File: config.mk
export PLATFORM = sky130hd
export DESIGN_NAME = oci_trace_capture
export DESIGN_NICKNAME = d
export VERILOG_FILES = /design/src/rtl/oci_trace_pkg.sv /design/src/rtl/oci_trace_ram.sv /design/src/rtl/oci_trace_capture.sv
export SDC_FILE = /design/constraint.sdc
export NUM_CORES = 1
export LEC_CHECK = 0
export ABC_AREA = 1
export ABC_CLOCK_PERIOD_IN_PS = 4600
export BUFFER_PORTS_ARGS = -buffer_cell sky130_fd_sc_hd__buf_2
export CAP_MARGIN = 20
export CORE_ASPECT_RATIO = 0.8
export CORE_MARGIN = 5
export CORE_UTILIZATION = 40
export DETAILED_ROUTE_END_ITERATION = 7
export GPL_ROUTABILITY_DRIVEN = 0
export PLACE_DENSITY_LB_ADDON = 0.08
export SLEW_MARGIN = 20
export SYNTH_ARGS = -nofsm -noshare
export SYNTH_HDL_FRONTEND = slang
export SYNTH_SLANG_ARGS = --single-unit
File: constraint.sdc
create_clock -name clk -period 4.6 [get_ports clk]
set_input_delay 1.38 -clock clk [delete_from_list [all_inputs] [get_ports clk]]
set_output_delay 1.38 -clock clk [all_outputs]
set_load 0.02 [all_outputs]
File: src/rtl/oci_trace_pkg.sv
// Shared types and helpers for the OCI debug-trace capture buffer.
package oci_trace_pkg;

    typedef enum logic [1:0] {
        RUN   = 2'd0,
        FLUSH = 2'd1,
        ENDED = 2'd2
    } trace_state_e;

    localparam int OVW_DROP   = 0;
    localparam int OVW_OLDEST = 1;

    // One extra bit so the occupancy counter can represent a completely full buffer.
    function automatic int trace_cnt_w(input int depth);
        return $clog2(depth) + 1;
    endfunction

endpackage

File: src/rtl/oci_trace_ram.sv
// Trace storage: one synchronous write port and one asynchronous read port.
// Write data is visible on the read port from the cycle after the write.
module oci_trace_ram #(
    parameter int DATA_W = 30,
    parameter int DEPTH  = 8,
    parameter int ADDR_W = $clog2(DEPTH)
) (
    input  logic              clk,
    input  logic              we,
    input  logic [ADDR_W-1:0] waddr,
    input  logic [DATA_W-1:0] wdata,
    input  logic [ADDR_W-1:0] raddr,
    output logic [DATA_W-1:0] rdata
);

    logic [DATA_W-1:0] mem_q [DEPTH];

    always_ff @(posedge clk) begin
        if (we) begin
            mem_q[waddr] <= wdata;
        end
    end

    assign rdata = mem_q[raddr];

endmodule

File: src/rtl/oci_trace_capture.sv
// Trace capture buffer: 1-cycle write-to-read latency, combinational head read.
// Producer is stalled (or the oldest word overwritten) when full; flush blocks writes.
module oci_trace_capture
    import oci_trace_pkg::*;
#(
    parameter int DATA_W    = 30,
    parameter int DEPTH     = 8,
    parameter int CNT_W     = trace_cnt_w(DEPTH),
    parameter int OVERWRITE = OVW_DROP,
    parameter int DROP_W    = 8
) (
    input  logic              clk,
    input  logic              reset_n,
    input  logic              in_valid,
    input  logic [DATA_W-1:0] in_data,
    output logic              in_ready,
    output logic              rd_valid,
    output logic [DATA_W-1:0] rd_data,
    input  logic              rd_ready,
    output logic [DATA_W-1:0] dct_buffer,
    output logic [CNT_W-1:0]  dct_count,
    output logic [DROP_W-1:0] lost_count,
    input  logic              test_ending,
    output logic              test_has_ended
);

    localparam int               PTR_W    = $clog2(DEPTH);
    localparam logic [CNT_W-1:0] FULL_CNT = CNT_W'(DEPTH);

    trace_state_e      state_q, state_d;
    logic [PTR_W-1:0]  wr_ptr_q, wr_ptr_d;
    logic [PTR_W-1:0]  rd_ptr_q, rd_ptr_d;
    logic [CNT_W-1:0]  count_q, count_d;
    logic [DATA_W-1:0] buffer_q, buffer_d;
    logic [DROP_W-1:0] lost_q, lost_d;

    logic run, full, empty, wr, pop, ovw, drop;

    // in_ready depends only on registered state so the producer never sees rd_ready.
    always_comb begin
        run      = (state_q == RUN);
        full     = (count_q == FULL_CNT);
        empty    = (count_q == '0);
        in_ready = run && ((OVERWRITE == OVW_OLDEST) || !full);
        wr       = in_valid && in_ready;
        pop      = rd_ready && !empty;
        ovw      = wr && full && !pop;
        drop     = run && in_valid && !in_ready;

        wr_ptr_d = wr ? wr_ptr_q + PTR_W'(1) : wr_ptr_q;
        rd_ptr_d = (pop || ovw) ? rd_ptr_q + PTR_W'(1) : rd_ptr_q;
        buffer_d = wr ? in_data : buffer_q;

        count_d = count_q;
        if (wr && !pop && !full) begin
            count_d = count_q + CNT_W'(1);
        end else if (!wr && pop) begin
            count_d = count_q - CNT_W'(1);
        end

        lost_d = lost_q;
        if ((drop || ovw) && (lost_q != '1)) begin
            lost_d = lost_q + DROP_W'(1);
        end

        state_d = state_q;
        case (state_q)
            RUN:     if (test_ending) state_d = FLUSH;
            FLUSH:   if (empty)       state_d = ENDED;
            ENDED:   state_d = ENDED;
            default: state_d = RUN;
        endcase
    end

    always_ff @(posedge clk) begin
        if (!reset_n) begin
            state_q  <= RUN;
            wr_ptr_q <= '0;
            rd_ptr_q <= '0;
            count_q  <= '0;
            buffer_q <= '0;
            lost_q   <= '0;
        end else begin
            state_q  <= state_d;
            wr_ptr_q <= wr_ptr_d;
            rd_ptr_q <= rd_ptr_d;
            count_q  <= count_d;
            buffer_q <= buffer_d;
            lost_q   <= lost_d;
        end
    end

    oci_trace_ram #(
        .DATA_W (DATA_W),
        .DEPTH  (DEPTH),
        .ADDR_W (PTR_W)
    ) u_ram (
        .clk   (clk),
        .we    (wr),
        .waddr (wr_ptr_q),
        .wdata (in_data),
        .raddr (rd_ptr_q),
        .rdata (rd_data)
    );

    assign rd_valid       = !empty;
    assign dct_buffer     = buffer_q;
    assign dct_count      = count_q;
    assign lost_count     = lost_q;
    assign test_has_ended = (state_q == ENDED);

endmodule

==> results_dict.tcl, run 1 <==
set metrics [dict create \
    outcome "complete, no violations" \
    synth_edf_count 240 \
    worstMarginPinSlew_ns 0.921 \
    yosys-top-cells-count "edfxtp_1, nor2_1, nand2_1" \
    drv_slew 0 \
    hpwl_um 16200 \
    final_util 0.479 \
    min_period_over_period 0.854 \
    clk_latency_ns 0.56 \
    ys.flop_type "edfxtp_1" \
    slew_headroom 0.386 \
    dieArea_sq_um 32600 \
    cts.path.max_buffers 3 \
    cts_tree "yes" \
    avgViaCountPerCell 5.00 \
    r2r-start "state_q[1]$_SDFFE_PN0P_" \
    io_buffers 109 \
    synth.most_common_cell "edfxtp_1" \
    synth_area_per_cell_sq_um 11.5 \
    nNetsFinal 1160 \
    setup_violations 0 \
    ys_seq_area_frac 0.711 \
    worstPathArrival_ns 2.55 \
    skew_ns 0.0158 \
    synth_cell_types 31 \
    max_freq_mhz 255 \
    peakVddDrop_v 0.000337 \
    synth_top_area_share 0.620 \
    cp-start-kind "register" \
    critPathCapture "rd_data[7]" \
    grt_pass1_vias 7382 \
    fp.coreArea_sq_um 28500 \
    cts_hold_buffers 0 \
    yosys.area.top_type "edfxtp_1" \
    ios 110 \
    final_antenna_net_count 0 \
    cts_resized 0 \
    synth_xor_area_frac 0.00452 \
    grt_start_max_net_pins 121 \
    cts.sinks 293 \
    hold_class "register to register" \
    r2r_setup_slack_ns 1.88 \
    synth_compound_area_frac 0.106 \
    min_from "dct_buffer[28]$_SDFFE_PN0P_" \
    grt_pass1_wl_um 44300 \
    p_total_mw 8.22 \
    setup-tns-final_ns 0 \
    syn_nets 1055 \
    drtIter0Drc 563 \
    grt_setup_unrepaired "false" \
    cts_buffers 31 \
    drt_pre_antenna_iters 5 \
    leakage_nw 4.98 \
    grt_usage 0.172 \
    period_minus_slack_ns 3.93 \
    die_x_um 201 \
    power.density_nw_per_um2 603 \
    route.detailed.drc 0 \
    antenna_found_initial 0 \
    synth_simple_gate_area_frac 0.129 \
    synth.area.top_cells "edfxtp_1, dfxtp_1, nor2_1" \
    syn_area_sq_um 11600 \
    cts.htree.levels 1 \
    num_antenna_cells 0 \
    regToRegEndpoint "u_ram.mem_q[0][14]$_DFFE_PP_" \
    crit_fanout 31 \
    area_delta_synth_final_pct 17.3 \
    root_buffer "clkbuf_16" \
    path_clk_slew_ns 0.06 \
    synth_async_sr_flop_share 0 \
    synth-seq-cells 293 \
    synthMuxAreaShare 0 \
    num_rows 55 \
    vias 7553 \
    final_layout_size_suffix_gt1_frac 0.174 \
    maxCapViolCount 0 \
    dieHeight_um 162 \
    wl_per_cell_um 18.8 \
    drt-total-wl_um 28400 \
    cts_setup_buffers 0 \
    critPathRequiredTime_ns 3.22 \
    synth_top_family_by_area "simple AND/OR/NAND/NOR gates" \
    endpoint_kind "output pin" \
    hold_viol 0 \
    ys_warn_count 0 \
    r2r_cells 9 \
    postSynthCellCount 1010 \
    initial_core_util 0.408 \
    synthAdderAreaFrac 0.0114 \
    grt_overflow_total 0 \
    path_class "register to output pin" \
]
[layout by cell type, fill, tap and decap left out, types with 2 or more instances in the layout]
cell type   synthesis  routed
buf_4               7      12
xnor2_1             3       3
o21ai_1            40      40
nand2_4             3       3
buf_2               8     109
nand3_1             5       5
inv_6               0       2
inv_2               3       2
bufinv_16           0       6
clkinv_1            0       7
o21ai_0           121     121
inv_1              23      23
clkbuf_16           0      31
a31oi_1            30      30
a21oi_1            46      46
dfxtp_1            53      51
xor2_1              3       3
clkinv_2            0       4
nor2_1            234     226
nand2_2             2       2
ha_1                9       9
nor2_4              2      10
clkbuf_1           23       4
nand2_1           130     130
buf_12              0       6
edfxtp_1          240     240
clkinvlp_4          0       4
[worst min path at each step]
stage / slack, ns / endpoint / cells past startpoint
6_report: 0.47 / dct_buffer[28]$_SDFFE_PN0P_ / 2
5_1_grt: 0.51 / dct_buffer[21]$_SDFFE_PN0P_ / 2
4_1_cts: 0.48 / dct_buffer[28]$_SDFFE_PN0P_ / 2
3_5_place_dp: 0.47 / dct_buffer[28]$_SDFFE_PN0P_ / 2
3_3_place_gp: 0.45 / rd_ptr_q[2]$_SDFFE_PN0N_ / 2
2_1_floorplan: 0.43 / register / 2
[where the power goes]
group          internal (mW)  total (mW)  switching [mW]  leakage [nW]
Sequential              3.16        3.31           0.149          2.61
Combinational          0.691        2.32            1.62          1.87
Clock                   1.57        2.60            1.03         0.508
[cells by family (layout without fill, tap and decap cells)]
kind of cell / count (synthesis) / in the layout
and+or+nand+nor: 381 / 381
xor gates and xnor gates: 6 / 6
AOI/OAI and AO/OA: 238 / 238
adders and majority gates: 10 / 10
DFF: 293 / 293
buffers and inverters: 82 / 212
[critical path, stage by stage (launching register included)]
cell and delay, ns:
dfxtp_2 0.82, buf_4 0.37, o21ai_0 0.13, o21ai_1 0.14, a21oi_1 0.09, a31oi_1 0.22
buf_2 0.20
[sequential cells by signal, indices dropped and copies added, names as in the netlist, named ones only]
| name | flops |
|---|---|
| dct_buffer | 30 |
| dct_count | 4 |
| rd_ptr_q | 3 |
| lost_count | 8 |
| state_q | 2 |
| u_ram.mem_q | 240 |
| wr_ptr_q | 3 |
[metrics by stage]
| step | hold slack, ns | cells | instance area, sq um | setup WS [ns] |
|---|---|---|---|---|
| 3_3_place_gp | 0.449 | 1452 | 12600 | 1.08 |
| 6_report | 0.475 | 1510 | 13600 | 0.674 |
| 2_1_floorplan | 0.433 | 1010 | 11600 | 0.987 |
| 5_1_grt | 0.513 | 1510 | 13600 | 0.484 |
| 4_1_cts | 0.481 | 1510 | 13600 | 0.645 |
| 3_5_place_dp | 0.466 | 1452 | 12600 | 1.09 |
[layout make-up]
type / instances / area, sq um
clock buffers: 35 / 791
clock inverters: 23 / 278
fillers: 2649 / 14900
inverters: 27 / 105
multi-input cells: 635 / 2970
flip-flops and latches: 293 / 8270
well taps: 370 / 463
repair buffers: 127 / 756
[routing by layer]
| metal | routed length [um] | GRT usage | share of wire | vias to the layer above |
|---|---|---|---|---|
| met3 | 1200 | 0.0253 | 0.042 | 35 |
| met4 | 472 | 0.0372 | 0.017 | 0 |
| li1 | - | - | - | 3733 |
| met2 | 12800 | 0.271 | 0.45 | 157 |
| met5 | 0 | 0 | 0 | - |
| met1 | 14000 | 0.257 | 0.49 | 3628 |
No activity file was read; power rests on OpenSTA's default activity.
==> run 2: changes to the inputs <==
--- a/config.mk
+++ b/config.mk
@@ -13,3 +13,3 @@
 export CORE_MARGIN = 5
-export CORE_UTILIZATION = 40
+export CORE_UTILIZATION = 45
 export DETAILED_ROUTE_END_ITERATION = 7
==> constraint.sdc (replaced) <==
create_clock -name clk -period 4.6 [get_ports clk]
set_input_delay 0.23 -clock clk [delete_from_list [all_inputs] [get_ports clk]]
set_output_delay 0.23 -clock clk [all_outputs]
set_load 0.02 [all_outputs]
==> run 2 against run 1 <==
  * Design area grew 1.3%
  * Clock skew is 0.0017 ns lower
  * Count of clock-buffer cells in the layout up 9
  * Wire length fell by 4.9%
  * Setup slack better by 0.55 ns
  * Sequential share of layout area decreased by 0.81 points
  * Die area down 11%
==> results_dict.tcl, run 2 (same netlist as run 1, synthesis figures left out) <==
set metrics [dict create \
    use_met1 0.266 \
    cts.sinks 293 \
    r2r_setup_slack_ns 1.79 \
    seq_area_sq_um 8270 \
    setup-tns-final_ns 0 \
    power.density_nw_per_um2 587 \
    critPathRequiredTime_ns 4.37 \
    regMostFlops "u_ram.mem_q" \
    antenna_found_initial 0 \
    cp-start-kind "register" \
    grt_pass1_wl_um 43000 \
    outcome "complete, no violations" \
    path_class "register to output pin" \
    skew_ns 0.0141 \
    drt_pre_antenna_iters 5 \
    clk_latency_ns 0.55 \
    min_period_over_period 0.735 \
    path_clk_slew_ns 0.06 \
    io_buffers 109 \
    nNetsFinal 1182 \
    max_freq_mhz 296 \
    vias 7638 \
    final_antenna_net_count 0 \
    num_antenna_cells 0 \
    power.share.combinational 0.275 \
    die_x_um 190 \
    hold_class "input pin to register" \
    cts_hold_buffers 26 \
    fillers 2248 \
    final_cell_mix "edfxtp_1, nor2_1, nand2_1" \
    cts_setup_buffers 0 \
    final_layout_size_suffix_gt1_frac 0.166 \
    critPathMaxStageDelay_ns 0.75 \
    grt_pass1_vias 7497 \
    avgViaCountPerCell 5.14 \
    grt_overflow_total 0 \
    cts.path.max_buffers 3 \
    hpwl_um 14900 \
    crit_fanout 56 \
    ios 110 \
    cp_cell_sequence "clkinv_2 > buf_4 > nor2_1 > o21ai_1 > a21oi_1 > a31oi_1 > buf_2" \
    cp_slowest_cell "dfxtp_4" \
    endpoint_kind "output pin" \
    fp.coreArea_sq_um 25400 \
    grtUsageMet3 0.0277 \
    cts_resized 0 \
    dieArea_sq_um 29200 \
    power_frac_seq 0.415 \
    setup_violations 0 \
    p_int_mw 5.39 \
    grt_usage 0.184 \
    wl_per_cell_um 18.2 \
    dpl_cell_area_sq_um 12400 \
    dp_cells 1399 \
    busiest_layer "met2" \
    clock_power_share 0.310 \
    grt_setup_unrepaired "false" \
    multi_input_area_sq_um 2970 \
    num_rows 52 \
    drtIter0Drc 566 \
    fin_cells 1485 \
    cts.htree.levels 1 \
    route.detailed.drc 0 \
    switchingPower_mw 2.72 \
    worstPathArrival_ns 3.15 \
    dieHeight_um 154 \
    peakVddDrop_v 0.000392 \
    worst_hold_slack_ns 0.0195 \
    cts_tree "yes" \
    root_buffer "clkbuf_16" \
    maxCapViolCount 0 \
    period_minus_slack_ns 3.38 \
    drt-total-wl_um 27100 \
    slew_headroom 0.280 \
    leakage_nw 5.08 \
    largest_reg_flops 240 \
    cts_buffers 30 \
    p_sw_frac 0.335 \
    hold_viol 0 \
    grt_start_max_net_pins 67 \
    drv_slew 0 \
    mostFrequentLayoutCell "edfxtp_1" \
    fin_area_sq_um 13800 \
    worstMarginPinSlew_ns 1.08 \
    initial_core_util 0.458 \
    grt_use_met2 0.299 \
    area_delta_synth_final_pct 18.9 \
]
run 2: path summary, 6_finish.rpt:
path,start,end,cells after the start
min,in_data[17],u_ram.mem_q[1][17]$_DFFE_PP_,1
min reg2reg,rd_ptr_q[2]$_SDFFE_PN0N_,register,2
max,register,rd_data[18],7
max reg2reg,state_q[0]$_SDFFE_PN0P_,u_ram.mem_q[6][8]$_DFFE_PP_,8
run 2: routing by layer:
layer	vias up	wire length, um
met5	-	0
met4	0	416
met3	29	1180
met2	162	12400
met1	3672	13000
li1	3775	-
run 2: worst max-delay path: cells and delay by family, from the launching register on:
kind	cells	cell delay, ns
compound gates	3	0.37
flops	1	0.75
simple gates	1	0.14
buf+inv	3	1.26
run 2: metrics by stage:
stage / util / total power [mW] / setup slack [ns]
3_3_place_gp: 0.487 / 5.60 / 1.71
3_5_place_dp: 0.490 / 5.64 / 1.67
5_1_grt: 0.545 / 8.58 / 0.946
2_1_floorplan: - / 4.94 / 1.77
6_report: 0.545 / 8.11 / 1.22
4_1_cts: 0.541 / 8.18 / 1.20
run 2: power groups by stage:
stage	Clock, mW	Sequential, mW	Combinational (mW)
3_3_place_gp	0	3.43	2.18
3_5_place_dp	0	3.43	2.21
6_report	2.52	3.37	2.23
5_1_grt	2.68	3.40	2.50
4_1_cts	2.57	3.37	2.24
2_1_floorplan	0	3.44	1.50
run 2: final cells by class:
cell class / instances / share of cell area
clock buffer: 44 / 0.0633
tap: 324 / 0.0293
inverter: 27 / 0.00760
sequential: 293 / 0.599
timing repair buffer: 150 / 0.0746
multi-input combinational: 635 / 0.215
clock inverter: 12 / 0.0116
==> run 3: changes to the inputs <==
- ABC_AREA: 1 -> 0
- ABC_CLOCK_PERIOD_IN_PS: 4600 -> 3300
- clock period: 4.6 -> 3.3 ns (I/O delays scaled with it)
==> run 3 against run 2 <==
  * Count of clock-buffer cells in the layout down 8
  * Synthesized area down 3.4%
  * Largest cell class unchanged
  * Register-to-register slack worse by 0.97 ns
  * Non-clock buffer count up 12
  * Combinational power up 30%
  * Global-route usage down 1.5 points
  * Hold slack better by 0.15 ns
  * Highest routed layer unchanged
  * Die area down 3.2%
==> results_dict.tcl, run 3 <==
set metrics [dict create \
    ys_seq_area_frac 0.736 \
    dieHeight_um 151 \
    fin_cells 1121 \
    ios 110 \
    fillers 1929 \
    postSynthCellCount 619 \
    syn_area_sq_um 11200 \
    skew_ns 0.00634 \
    grt_pass1_wl_um 37500 \
    setup_slack_ns 0.508 \
    maxCapViolCount 0 \
    largest_reg_flops 240 \
    grt_start_max_net_pins 61 \
    grtUsageMet3 0.0297 \
    route.detailed.drc 0 \
    synth.area.top_cells "edfxtp_1, mux4_2, dfxtp_1" \
    slew_headroom 0.358 \
    crit_fanout 22 \
    power.density_nw_per_um2 799 \
    synth_edf_count 240 \
    synth_area_per_cell_sq_um 18.2 \
    cts_tree "yes" \
    critPathMaxStageDelay_ns 0.66 \
    endpoint_kind "output pin" \
    initial_core_util 0.460 \
    synth.most_common_cell "edfxtp_1" \
    drt-total-wl_um 24100 \
    synth_cell_types 44 \
    antenna_found_initial 0 \
    root_buffer "clkbuf_16" \
    seq_area_sq_um 8270 \
    ys_warn_count 0 \
    leakage_nw 4.65 \
    final_antenna_net_count 0 \
    period_minus_slack_ns 2.79 \
    regMostFlops "u_ram.mem_q" \
    max_freq_mhz 358 \
    drt_pre_antenna_iters 5 \
    grt_setup_unrepaired "false" \
    mostFrequentLayoutCell "edfxtp_1" \
    drtIter0Drc 417 \
    outcome "complete, no violations" \
    wl_per_cell_um 21.5 \
    hold_class "input pin to register" \
    fp.coreArea_sq_um 24400 \
    cts_resized 0 \
    num_rows 51 \
    num_antenna_cells 0 \
    critPathRequiredTime_ns 3.13 \
    min_period_over_period 0.846 \
    crit_family "multiplexers" \
    crit_buf_inv 2 \
    area_delta_synth_final_pct 21.0 \
    die_x_um 187 \
    syn_nets 664 \
    worstMarginPinSlew_ns 0.963 \
    yosys.area.top_type "edfxtp_1" \
    setup_violations 0 \
    cts.htree.levels 1 \
    hpwl_um 14800 \
    grt_use_met2 0.281 \
    nNetsFinal 826 \
    grt_overflow_total 0 \
    synth-seq-cells 293 \
    path_class "register to output pin" \
    grt_pass1_vias 6419 \
    clk_latency_ns 0.53 \
    dieArea_sq_um 28200 \
    final_layout_size_suffix_gt1_frac 0.349 \
    io_buffers 109 \
    final_cell_mix "edfxtp_1, buf_2, nand2_1" \
    grt_usage 0.169 \
    vias 6095 \
    peakVddDrop_v 0.000400 \
    busiest_layer "met2" \
    multi_input_area_sq_um 2910 \
    synth_async_sr_flop_share 0 \
    avgViaCountPerCell 5.44 \
    cts.path.max_buffers 3 \
    final_util 0.556 \
    worstPathArrival_ns 2.63 \
    cp_cell_sequence "buf_4 > mux4_2 > mux2_2 > buf_2" \
    cts_setup_buffers 0 \
    cts.sinks 293 \
    yosys-top-cells-count "edfxtp_1, nand2_1, mux4_2" \
    drv_slew 0 \
    hold_viol 0 \
    ys.flop_type "edfxtp_1" \
    synth_top_area_share 0.641 \
    cp_slowest_cell "dfxtp_4" \
    dp_cells 1036 \
    post-place-ws_ns 0.758 \
    use_met1 0.236 \
    cts_buffers 29 \
    cp-start-kind "register" \
    path_clk_slew_ns 0.06 \
]
==> run 3: cell families (layout without fill, tap and decap cells) <==
logic type	Yosys count	after routing	share of synthesized area
flip-flops	293	293	0.736
AND/OR/NAND/NOR	127	127	0.0520
multiplexers	97	97	0.157
AO/OA/AOI/OAI	51	51	0.0264
buffers and inverters	35	219	0.0127
adder cells (fa/ha/maj)	10	10	0.0118
XOR/XNOR	6	6	0.00468
==> run 3: stage by stage <==
step	TNS (ns)	power, mW	cell area (sq um)	hold WS [ns]
2_1_floorplan	-58.08	6.68	11300	0.264
3_5_place_dp	0	7.68	12300	0.445
4_1_cts	0	11.0	13600	0.139
6_report	0	10.9	13600	0.165
5_1_grt	0	11.4	13600	0.171
3_3_place_gp	0	7.60	12300	0.439
==> run 3: layer usage <==
layer | share of wire | up-vias
met5 | 0 | -
met1 | 0.45 | 3136
met3 | 0.049 | 41
li1 | - | 2757
met4 | 0.020 | 0
met2 | 0.49 | 161
==> run 3: layout make-up <==
class                           count  area share
Sequential cell                   293       0.608
Inverter                            4     0.00110
Timing Repair Buffer              162      0.0771
Clock inverter                     17      0.0133
Multi-Input combinational cell    291       0.214
Tap cell                          318      0.0293
Clock buffer                       36      0.0568
==> run 3: worst paths after layout <==
| path | start | to | slack [ns] | depth (start not counted) |
|---|---|---|---|---|
| min reg2reg | dct_buffer[17]$_SDFFE_PN0P_ | dct_buffer[17]$_SDFFE_PN0P_ | 0.45 | 2 |
| max reg2reg | state_q[0]$_SDFFE_PN0P_ | dct_count[3]$_SDFFE_PN0P_ | 0.82 | 10 |
| max | register | rd_data[29] | 0.51 | 4 |
| min | in_valid | dct_buffer[29]$_SDFFE_PN0P_ | 0.16 | 5 |
==> run 3: power breakdown <==
group	internal (mW)	total, mW	leakage [nW]	switching [mW]
combinational	1.27	2.91	1.58	1.63
clock	1.96	3.29	0.470	1.33
sequential	4.40	4.66	2.61	0.263
==> run 3: worst min-delay path, stage by stage <==
cell and delay (ns):
buf_2 0.11, nand2_1 0.13, nor2_4 0.11, nand2_1 0.08, a21oi_1 0.05
==> run 3: timing repair <==
action | CTS | global route
hold buffers | 32 | 0
setup endpoints to repair | 0 | 0
hold endpoints to repair | 277 | 0
